File: config.mk
export PLATFORM = sky130hd
export DESIGN_NAME = dp_ram_port_arbiter
export DESIGN_NICKNAME = d
export VERILOG_FILES = /design/src/rtl/dp_ram_arb_pkg.sv /design/src/rtl/dp_ram_rr_arb.sv /design/src/rtl/dp_ram_port_arbiter.sv
export SDC_FILE = /design/constraint.sdc
export NUM_CORES = 1
export LEC_CHECK = 0
export BUFFER_PORTS_ARGS = -buffer_cell sky130_fd_sc_hd__buf_2
export CORE_AREA = 4 4 112 114
export DETAILED_ROUTE_END_ITERATION = 10
export DIE_AREA = 0 0 116 118
export GPL_TIMING_DRIVEN = 0
export PLACE_DENSITY = 0.44
export SYNTH_ARGS = -nofsm -noshare
export SYNTH_HDL_FRONTEND = slang
export SYNTH_SLANG_ARGS = --single-unit
File: constraint.sdc
create_clock -name clk_i -period 1.6 [get_ports clk_i]
set_clock_uncertainty 0.1 [all_clocks]
set_input_delay 0.08 -clock clk_i [delete_from_list [all_inputs] [get_ports clk_i]]
set_output_delay 0.08 -clock clk_i [all_outputs]
set_load 0.02 [all_outputs]
File: src/rtl/dp_ram_arb_pkg.sv
// Shared types and width helpers for the dual-port RAM port arbiter.
package dp_ram_arb_pkg;

    // Requester index field is sized for the largest supported requester count (8).
    localparam int unsigned MAX_REQ = 8;
    localparam int unsigned IDX_W   = 3;

    // One entry of the response tag pipeline.
    typedef struct packed {
        logic             valid;
        logic [IDX_W-1:0] idx;
    } rsp_tag_t;

    function automatic int unsigned calc_dw(input int unsigned nb_col,
                                            input int unsigned col_width);
        return nb_col * col_width;
    endfunction

    function automatic int unsigned calc_aw(input int unsigned depth);
        return $clog2(depth);
    endfunction

    // Width of a requester index; at least one bit.
    function automatic int unsigned calc_iw(input int unsigned n);
        return (n > 1) ? $clog2(n) : 1;
    endfunction

endpackage

File: src/rtl/dp_ram_rr_arb.sv
// Single-cycle round-robin arbiter with an optional always-wins requester.
module dp_ram_rr_arb
    import dp_ram_arb_pkg::*;
#(
    parameter int unsigned NUM_REQ  = 2,
    parameter int          PRIO_REQ = -1,
    localparam int unsigned PW      = calc_iw(NUM_REQ)
) (
    input  logic               clk_i,
    input  logic               rst_ni,
    input  logic [NUM_REQ-1:0] req_i,
    output logic [NUM_REQ-1:0] gnt_o,
    output logic [PW-1:0]      idx_o,
    output logic [PW-1:0]      ptr_o
);

    localparam bit          HAS_PRIO = (PRIO_REQ >= 0);
    localparam int unsigned PRIO_IDX = HAS_PRIO ? PRIO_REQ : 0;

    logic [PW-1:0] ptr_q, ptr_d;
    logic          found;
    int unsigned   pos;

    // Pick the priority requester, else the first requester at or after ptr (circular).
    always_comb begin
        gnt_o = '0;
        idx_o = '0;
        found = 1'b0;
        pos   = 0;
        if (HAS_PRIO && req_i[PRIO_IDX]) begin
            gnt_o[PRIO_IDX] = 1'b1;
            idx_o           = PW'(PRIO_IDX);
        end else begin
            for (int unsigned i = 0; i < NUM_REQ; i++) begin
                pos = 32'(ptr_q) + i;
                if (pos >= NUM_REQ) pos = pos - NUM_REQ;
                // Constant-index scan keeps the select in range for non-power-of-2 counts.
                for (int unsigned k = 0; k < NUM_REQ; k++) begin
                    if (!found && (k == pos) && req_i[k]) begin
                        found    = 1'b1;
                        gnt_o[k] = 1'b1;
                        idx_o    = PW'(k);
                    end
                end
            end
        end
    end

    // Pointer moves past whichever index was granted, priority grants included.
    always_comb begin
        ptr_d = ptr_q;
        if (|gnt_o) begin
            ptr_d = (idx_o == PW'(NUM_REQ - 1)) ? '0 : idx_o + 1'b1;
        end
    end

    // Round-robin pointer register.
    always_ff @(posedge clk_i) begin
        if (!rst_ni) ptr_q <= '0;
        else         ptr_q <= ptr_d;
    end

    assign ptr_o = ptr_q;

endmodule

File: src/rtl/dp_ram_port_arbiter.sv
// Shares one byte-write block RAM port between NUM_REQ OBI-style requesters.
module dp_ram_port_arbiter
    import dp_ram_arb_pkg::*;
#(
    parameter int unsigned  NUM_REQ     = 2,
    parameter int unsigned  NB_COL      = 4,
    parameter int unsigned  COL_WIDTH   = 8,
    parameter int unsigned  RAM_DEPTH   = 131072,
    parameter int unsigned  RAM_LATENCY = 1,
    parameter int           PRIO_REQ    = -1,
    localparam int unsigned DW          = calc_dw(NB_COL, COL_WIDTH),
    localparam int unsigned AW          = calc_aw(RAM_DEPTH)
) (
    input  logic                           clk_i,
    input  logic                           rst_ni,
    input  logic [NUM_REQ-1:0]             req_i,
    input  logic [NUM_REQ-1:0][31:0]       addr_i,
    input  logic [NUM_REQ-1:0]             we_i,
    input  logic [NUM_REQ-1:0][NB_COL-1:0] be_i,
    input  logic [NUM_REQ-1:0][DW-1:0]     wdata_i,
    output logic [NUM_REQ-1:0]             gnt_o,
    output logic [NUM_REQ-1:0]             rvalid_o,
    output logic [NUM_REQ-1:0][DW-1:0]     rdata_o,
    output logic                           ram_en_o,
    output logic [NB_COL-1:0]              ram_we_o,
    output logic [AW-1:0]                  ram_addr_o,
    output logic [DW-1:0]                  ram_din_o,
    output logic                           ram_rst_o,
    output logic                           ram_regce_o,
    input  logic [DW-1:0]                  ram_dout_i
);

    localparam int unsigned PW = calc_iw(NUM_REQ);

    typedef struct packed {
        logic [31:0]       addr;
        logic              we;
        logic [NB_COL-1:0] be;
        logic [DW-1:0]     wdata;
    } ram_req_t;

    logic [NUM_REQ-1:0] req_m;
    logic [PW-1:0]      gnt_idx;
    logic [PW-1:0]      ptr;
    ram_req_t           sel;
    rsp_tag_t           pipe_q [RAM_LATENCY];
    rsp_tag_t           tag_out;
    logic               unused_bits;

    // No grants while reset is held.
    assign req_m = rst_ni ? req_i : '0;

    dp_ram_rr_arb #(
        .NUM_REQ  (NUM_REQ),
        .PRIO_REQ (PRIO_REQ)
    ) u_arb (
        .clk_i  (clk_i),
        .rst_ni (rst_ni),
        .req_i  (req_m),
        .gnt_o  (gnt_o),
        .idx_o  (gnt_idx),
        .ptr_o  (ptr)
    );

    // Route the granted requester onto the RAM port in the grant cycle.
    always_comb begin
        sel.addr   = addr_i[gnt_idx];
        sel.we     = we_i[gnt_idx];
        sel.be     = be_i[gnt_idx];
        sel.wdata  = wdata_i[gnt_idx];
        ram_en_o   = |req_m;
        ram_we_o   = (ram_en_o && sel.we) ? sel.be : '0;
        ram_addr_o = sel.addr[AW+1:2];
        ram_din_o  = sel.wdata;
    end

    // Upper address bits alias; the pointer is observable only for debug.
    assign unused_bits = ^{ptr, sel.addr[31:AW+2], sel.addr[1:0]};

    // Tag pipeline mirrors the RAM read latency; reset drops in-flight responses.
    always_ff @(posedge clk_i) begin
        if (!rst_ni) begin
            for (int unsigned i = 0; i < RAM_LATENCY; i++) pipe_q[i] <= '0;
        end else begin
            pipe_q[0] <= '{valid: ram_en_o, idx: IDX_W'(gnt_idx)};
            for (int unsigned i = 1; i < RAM_LATENCY; i++) pipe_q[i] <= pipe_q[i-1];
        end
    end

    assign tag_out     = pipe_q[RAM_LATENCY-1];
    assign ram_rst_o   = ~rst_ni;
    assign ram_regce_o = (RAM_LATENCY == 2) ? (rst_ni & pipe_q[0].valid) : 1'b0;

    // Demux the response to its owner; read data is fanned out to everyone.
    always_comb begin
        rvalid_o = '0;
        for (int unsigned k = 0; k < NUM_REQ; k++) begin
            rvalid_o[k] = rst_ni && tag_out.valid && (tag_out.idx == IDX_W'(k));
            rdata_o[k]  = ram_dout_i;
        end
    end

endmodule

[Word-level counts from Yosys, hierarchy flattened]
Memory sizes are Yosys's and may differ from the RTL's.
Index checks and enable logic that the tools add are counted.
Operators by class
  $lt $le $gt $ge: 3
  bitwise operators: 1
  add/subtract/negate cells: 4
  mux-type cells: 25
  equality and inequality tests: 3
  reductions and logical operators: 20
Operator list (count)
  32-bit 2-to-1 mux: 4
  1-bit by 32-bit == test with 1-bit output, first input constant: 2
  32-bit logical NOT: 2
  19-bit 2-to-1 mux: 2
  32-bit by 2-bit greater-or-equal comparator with 1-bit output, second input constant: 1
  32-bit by 2-bit subtractor with 32-bit output, second input constant: 1
  1-bit 2-to-1 mux: 14
  4-bit 2-to-1 mux: 3
  1-bit logical AND: 11
  2-bit OR reduction: 3
  2-bit 2-to-1 mux: 2
  3-bit by 1-bit == test with 1-bit output, second input constant: 1
  1-bit logical NOT: 3
  3-bit logical NOT: 1
  1-bit by 2-bit subtractor with 3-bit output, second input constant: 1
  1-bit by 1-bit adder with 2-bit output, second input constant: 1
  1-bit by 2-bit greater-or-equal comparator with 1-bit output, second input constant: 1
  1-bit by 2-bit less-than comparator with 1-bit output, second input constant: 1
  1-bit adder, second input constant: 1
  1-bit NOT: 1
Storage, ports and cells
  memory bits (writable): 2
  input port bits: 174
  memories kept: 1
  output and inout bits: 124
  flip-flop bits (word level): 1
  word-level logic and storage cells: 58
Memory list
  pipe_q: words 1, width 2, read ports 1, clocked after memory_dff 0, wr ports 1, RTL line dp_ram_port_arbiter.sv:46  | rsp_tag_t pipe_q [RAM_LATENCY];

[Longest topological paths before layout]
Gate-level depths: netlist of the first run.
  depth after elaboration: 21
  gate-level depth with buffers: 4
  gate-level depth less buffers: 3

[Hierarchy]
From an unflattened synthesis of the first run, not the netlist that was laid out.
Unflattened totals
  cell total of the unflattened synthesis: 149
  area total of the unflattened synthesis: 1336.3 µm²
By module, submodules not included
  dp_ram_port_arbiter: area each 1280.0 µm², times used 1, cells an instance 142, seq. area each 40.0 µm²
  dp_ram_rr_arb: area each 56.3 µm², times used 1, cells an instance 7, seq. area each 20.0 µm²

[Worst setup path after synthesis of the first run]
Ideal clock, no wire load.
  path kind: reg2out
  start: reg u_arb.ptr_q, in the netlist u_arb.ptr_o
  end: out ram_we_o[0]
  data required time: 1.420 ns
  cell stages (with the launch flop): 4
  path buffers: 0
  data arrival time: 1.289 ns
  setup slack: 0.131 ns
  cell sequence: dfxtp_1 nand2b_1 a32oi_1 a211oi_1
Between the ends
  cells in the longest elaborated chain, start to end: 21
  elaborated cells on any way between the ends: 33
  those cells by class: add/sub (3); order compare (2); eq/ne (2); mux (13); reduce/logical (13)
Ends and longest elaborated chain
  start: declaration: RTL line dp_ram_rr_arb.sv:20  | logic [PW-1:0] ptr_q, ptr_d;
  start signal: assignment: RTL line dp_ram_rr_arb.sv:60  | else ptr_q <= ptr_d;
  parallel branches: the longest is 16 deep, another holds 32-bit by 2-bit subtractor with 32-bit output
  1-bit 2-to-1 mux *: RTL line dp_ram_rr_arb.sv:39  | if (!found && (k == pos) && req_i[k]) begin
  1-bit 2-to-1 mux (implied by the code) (2 in a row): RTL line dp_ram_port_arbiter.sv:68  | sel.we = we_i[gnt_idx];
  1-bit logical AND: RTL line dp_ram_port_arbiter.sv:72  | ram_we_o = (ram_en_o && sel.we) ? sel.be : '0;
  4-bit 2-to-1 mux *: RTL line dp_ram_port_arbiter.sv:72
  end: declaration: RTL line dp_ram_port_arbiter.sv:25  | output logic [NB_COL-1:0] ram_we_o,
Mark *: on every way between the ends. The select of a mux whose other input is x is not followed.

[Final worst setup path of the first run]
  start: reg u_arb.ptr_q, in the netlist u_arb.ptr_o
  end: out ram_din_o[31]
Between the ends
  cells in the longest elaborated chain, start to end: 19
  elaborated cells on any way between the ends: 29
  those cells by class: add/sub (3); order compare (2); eq/ne (2); mux (10); reduce/logical (12)
Ends and longest elaborated chain
  parallel branches: the longest is 16 deep, another holds 32-bit by 2-bit subtractor with 32-bit output
  1-bit 2-to-1 mux *: RTL line dp_ram_rr_arb.sv:39
  32-bit 2-to-1 mux (implied by the code) * (2 in a row): RTL line dp_ram_port_arbiter.sv:70  | sel.wdata = wdata_i[gnt_idx];
  end: declaration: RTL line dp_ram_port_arbiter.sv:27  | output logic [DW-1:0] ram_din_o,
Marked as above.

==> results of run 1 <==
where the power goes:
| part | internal [mW] | total [mW] | switching (mW) |
|---|---|---|---|
| Sequential | 0.0800 | 0.0839 | 0.00383 |
| Combinational | 0.517 | 0.983 | 0.466 |
| Clock | 0.328 | 0.388 | 0.0600 |
| Total | 0.925 | 1.46 | 0.530 |
cell usage in the layout, fill, tap and decap left out, types with 4 or more instances in the layout:
master and instances:
clkbuf_16 4, nor2_1 5, buf_8 5, mux2_2 32, a211oi_1 4, nand3_1 4, buf_2 215, mux2_4 17
o21ai_0 4, buf_4 68, buf_6 19
routing by layer:
metal,vias to the layer above,share of wire,GRT usage
met2,143,0.56,0.1723
met4,0,0.0042,0.01088
met1,820,0.30,0.07259
met5,-,0,0
li1,947,-,-
met3,2,0.14,0.02159
Yosys cell counts, drive strengths merged:
cell and number:
nand2b 2, nor2 6, o21ai 4, a21oi 1, a32oi 1, and3 1, nand2 2, buf 70
mux2 49, conb 1, nor2b 1, nand3 4, clkinv 1, dfxtp 3, a21boi 1, a211oi 4
and2 2
per-stage QoR:
step / hold WS (ns) / worst slack, ns
floorplan: 0.1055 / 0.1308
global placement: 0.2654 / -0.1126
detailed placement: 0.2705 / -0.1348
CTS: 0.05992 / -0.1128
global route: 0.08109 / -0.1719
finish: 0.05316 / -0.09589
flip-flops by register name, summed over array words and instances (netlist names):
name         count
pipe_q           2
u_arb.ptr_o      1
layout make-up:
cell class                      count  area (um^2)
Buffer                             70        563.0
Clock buffer                        4        78.83
Fill cell                        1276         8359
Inverter                            1        3.754
Multi-Input combinational cell     79        805.8
Sequential cell                     3        63.81
Tap cell                          143        178.9
Timing Repair Buffer              239         1365
worst paths after layout:
kind               startpoint             to  slack [ns]  depth (start not counted)
setup / recovery  u_arb.ptr_o  ram_din_o[31]        -0.1                          6
hold / removal       req_i[0]   pipe_q[0][1]        0.05                          3
setup reg to reg  u_arb.ptr_o    u_arb.ptr_o        0.67                          2
hold reg to reg   u_arb.ptr_o    u_arb.ptr_o        0.42                          2
cell families (layout without fill, tap and decap cells):
| kind of cell | Yosys count | after routing |
|---|---|---|
| compound gates | 11 | 11 |
| buf+inv | 71 | 314 |
| flops | 3 | 3 |
| mux | 49 | 49 |
| other cells | 1 | 1 |
| simple gates | 18 | 18 |
worst min-delay path: cells and delay by family:
kind	cells	cell delay (ns)
AND/OR/NAND/NOR	2	0.13
buffers and inverters	1	0.12
timing repair:
item,in CTS,in global routing
cloned,1,1
pin swaps,1,1
gates resized for setup,48,14
setup endpoints to repair,53,53
buffers inserted,3,0
==> impl_metrics.tcl, run 1 <==
set metrics [dict create \
    violations "negative setup slack" \
    syn_area_um2 1351 \
    synth-compound-area-share 0.05278 \
    synth_fp_nets 327 \
    worst_path_max_delay_cell "dfxtp_4" \
    hpwl_um 5799 \
    drt-initial-drc-count 21 \
    hold_buffers 0 \
    grt_overflow 0 \
    synthDominantCellAreaShare 0.3833 \
    fin_crit_sh 1.060 \
    area_growth_pct 126.4 \
    layout_min_cycle_time_ns 1.696 \
    portBuffers 234 \
    ys_warn_count 0 \
    clkSlewWorstSetupHoldPaths_ns 0.03 \
    crit_family "buffers and inverters" \
    grt_antenna_before_repair 0 \
    drive_above_1_share 0.9268 \
    crit_chain "nor2b_4 > nor2_4 > buf_6 > buf_8 > mux2_2 > buf_2" \
    synth_area_leaders "mux2_2, buf_4, dfxtp_1, buf_6, mux2_4" \
    yosys.area_share.adder 0 \
    die-width_um 116 \
    arrival_ns 1.52 \
    numCtsBuffers 3 \
    netlist_instances 153 \
    clock_latency_ns 0.22 \
    cpPeakStageDelay_ns 0.36 \
    antenna_left 0 \
    cts_sinks 3 \
    drc_errors 0 \
    finalSetupTns_ns -3.053 \
    power_mw 1.455 \
    status "finished, violations left" \
    ys_types 21 \
    rsz0062_at_grt "true" \
    synth-seq-cells 3 \
    crit_path_end_kind "primary output" \
    coreArea_um2 11420 \
    start_kind "register" \
    gp_congestion 0.7334 \
    netlist.top_cell.by_area "mux2_2" \
    first_global_vias 1985 \
    synth-simple-area-share 0.07778 \
    dr.pass1.iters 4 \
    crit_buf_inv 3 \
    final_max_slew_viol_count 0 \
    critPathRequiredTime_ns 1.42 \
    pin_count 298 \
    fin_nets 571 \
    syn_area_per_cell_um2 8.832 \
    grt_usage 0.08033 \
    synth_top_family_by_area "multiplexers" \
    seq_area_frac_synth 0.04444 \
    hold_violations 0 \
    hp-class "in2reg" \
    p_per_area_nw_per_um2 475.6 \
    start_util 0.1183 \
    setup_viol 49 \
    die_area_um2 13690 \
    worst_ir_drop_vdd_uv 312.2 \
    place_inst 530 \
    cts.path.max_buffers 2 \
    wire_per_inst_um 11.94 \
    grt_pass1_wl_um 9045 \
    cellLeakagePower_nw 1.725 \
    cp_max_fo 5 \
    wirelength_um 6435 \
    fp-row-count 39 \
    final_util 0.2679 \
    fin_cells 539 \
    maxCapViolCount 0 \
    design_area_um2 3059 \
    via_count 1912 \
    cts_tree "done" \
    synth_xor_area_frac 0 \
    critPathKind "reg2out" \
    htreeDepth 1 \
    grt_max_degree 11 \
    setup_ws_ns -0.09589 \
    fmax_mhz 589.7 \
    synthMuxAreaShare 0.4167 \
    vias_per_cell 3.547 \
    dpl_cell_area_um2 2701 \
    cts_root_buf "clkbuf_16" \
    die_h_um 118 \
    antenna_cells 0 \
]
(Power assumes the default switching activity.)
==> run 2, diff against run 1 <==
--- a/config.mk
+++ b/config.mk
@@ -9,7 +9,7 @@
 export CORE_AREA = 4 4 112 114
 export DETAILED_ROUTE_END_ITERATION = 10
 export DIE_AREA = 0 0 116 118
-export GPL_TIMING_DRIVEN = 0
+export GPL_TIMING_DRIVEN = 1
 export PLACE_DENSITY = 0.44
 export SYNTH_ARGS = -nofsm -noshare
 export SYNTH_HDL_FRONTEND = slang
==> impl_metrics.tcl, run 2 (synthesized netlist as in run 1, its figures left out) <==
set metrics [dict create \
    worst_ir_drop_vdd_uv 374.8 \
    die-width_um 116 \
    hold_violations 0 \
    grt_overflow 0 \
    die_h_um 118 \
    maxCapViolCount 0 \
    drc_errors 0 \
    dr.pass1.iters 4 \
    clkSlewWorstSetupHoldPaths_ns 0.03 \
    fin_crit_sh 1.073 \
    grt_max_degree 22 \
    status "finished, violations left" \
    fin_cells 406 \
    wirelength_um 5072 \
    violations "negative setup slack" \
    final_max_slew_viol_count 0 \
    grt_usage 0.06369 \
    numCtsBuffers 3 \
    die_area_um2 13690 \
    portBuffers 170 \
    grt_antenna_before_repair 0 \
    setup_viol 49 \
    critPathKind "reg2out" \
    antenna_left 0 \
    hp-class "in2out" \
    rsz0062_at_grt "true" \
    start_kind "register" \
    setup_ws_ns -0.1173 \
    wire_per_inst_um 12.49 \
    cts_sinks 3 \
    p_per_area_nw_per_um2 527.1 \
    largest_reg_flops 2 \
    grt_pass1_wl_um 6969 \
    cts_root_buf "clkbuf_16" \
    coreArea_um2 11420 \
    antenna_cells 0 \
    power_mw 1.097 \
    final_common_cell "buf_2" \
    fp-row-count 39 \
    via_count 1439 \
    regMostFlops "pipe_q" \
    start_util 0.1183 \
    htreeDepth 1 \
    most-common-layout-cells "buf_2, mux2_2, mux2_4, buf_6, nor2_1" \
    fmax_mhz 582.3 \
    layout_min_cycle_time_ns 1.717 \
    area_growth_pct 53.98 \
    fin_nets 438 \
    cp_max_fo 15 \
    hold_ws_ns 0.06001 \
    hpwl_um 4301 \
    final_util 0.1822 \
    drive_above_1_share 0.8935 \
    vias_per_cell 3.544 \
    hold_buffers 0 \
    cts.path.max_buffers 2 \
    gp_congestion 0.7149 \
    arrival_ns 1.54 \
    cellLeakagePower_nw 1.070 \
    pin_count 298 \
    cts_tree "done" \
    clock_latency_ns 0.22 \
    crit_path_end_kind "primary output" \
    drt-initial-drc-count 14 \
    first_global_vias 1436 \
    critPathRequiredTime_ns 1.42 \
    place_inst 400 \
]
==> run 2: changes by cell type in the layout (fill, tap and decap cells not counted), moves of 3 or more <==
| cell | before | now |
|---|---|---|
| buf_12 | 0 | 3 |
| buf_2 | 215 | 163 |
| buf_4 | 68 | 4 |
| buf_6 | 19 | 6 |
| buf_8 | 5 | 0 |
| mux2_2 | 32 | 41 |
| mux2_4 | 17 | 8 |
==> run 2: timing repair <==
item,in CTS,in global routing
gates resized for setup,13,13
endpoints found under the setup margin,53,53
pin swaps,1,4
gates cloned,1,0
setup buffers,2,0
==> run 2: through the flow <==
stage	setup TNS, ns	area [um^2]	setup slack (ns)
floorplan	0	1351	0.1308
global placement	0	1892	0.05231
detailed placement	0	1892	0.03070
CTS	-5.320	2067	-0.1357
global route	-6.758	2081	-0.1812
finish	-4.056	2081	-0.1173
==> run 2: layout make-up <==
| type | count | area [um^2] |
|---|---|---|
| Tap cell | 143 | 178.9 |
| Clock buffer | 4 | 78.83 |
| Multi-Input combinational cell | 79 | 782.0 |
| Sequential cell | 3 | 63.81 |
| Inverter | 1 | 3.754 |
| Timing Repair Buffer | 176 | 973.4 |
| Fill cell | 1293 | 9338 |
==> run 2: worst max-delay path, cell delays in order, from the launching register on <==
cell and delay (ns):
dfxtp_4 0.36, nor2b_4 0.05, nor2_4 0.12, buf_12 0.12, buf_12 0.15, mux2_2 0.35, buf_2 0.16
==> run 2: per-layer routing <==
layer,share of wire,global-route usage
met1,0.30,0.05662
met2,0.55,0.1335
met3,0.13,0.01594
met4,0.016,0.01885
met5,0,0
==> run 2: final timing paths <==
path / from / endpoint / slack, ns / depth (start not counted)
setup / recovery: u_arb.ptr_o / ram_din_o[7] / -0.12 / 6
hold reg to reg: u_arb.ptr_o / u_arb.ptr_o / 0.41 / 2
hold / removal: ram_dout_i[31] / rdata_o[31] / 0.06 / 0
setup reg to reg: u_arb.ptr_o / u_arb.ptr_o / 0.67 / 3
==> run 2: power breakdown <==
part / total (mW) / leakage (nW) / switching, mW / internal (mW)
Sequential: 0.0839 / 0.0256 / 0.00388 / 0.0800
Clock: 0.399 / 0.0382 / 0.0696 / 0.329
Combinational: 0.614 / 1.01 / 0.302 / 0.312
Total: 1.10 / 1.07 / 0.376 / 0.721
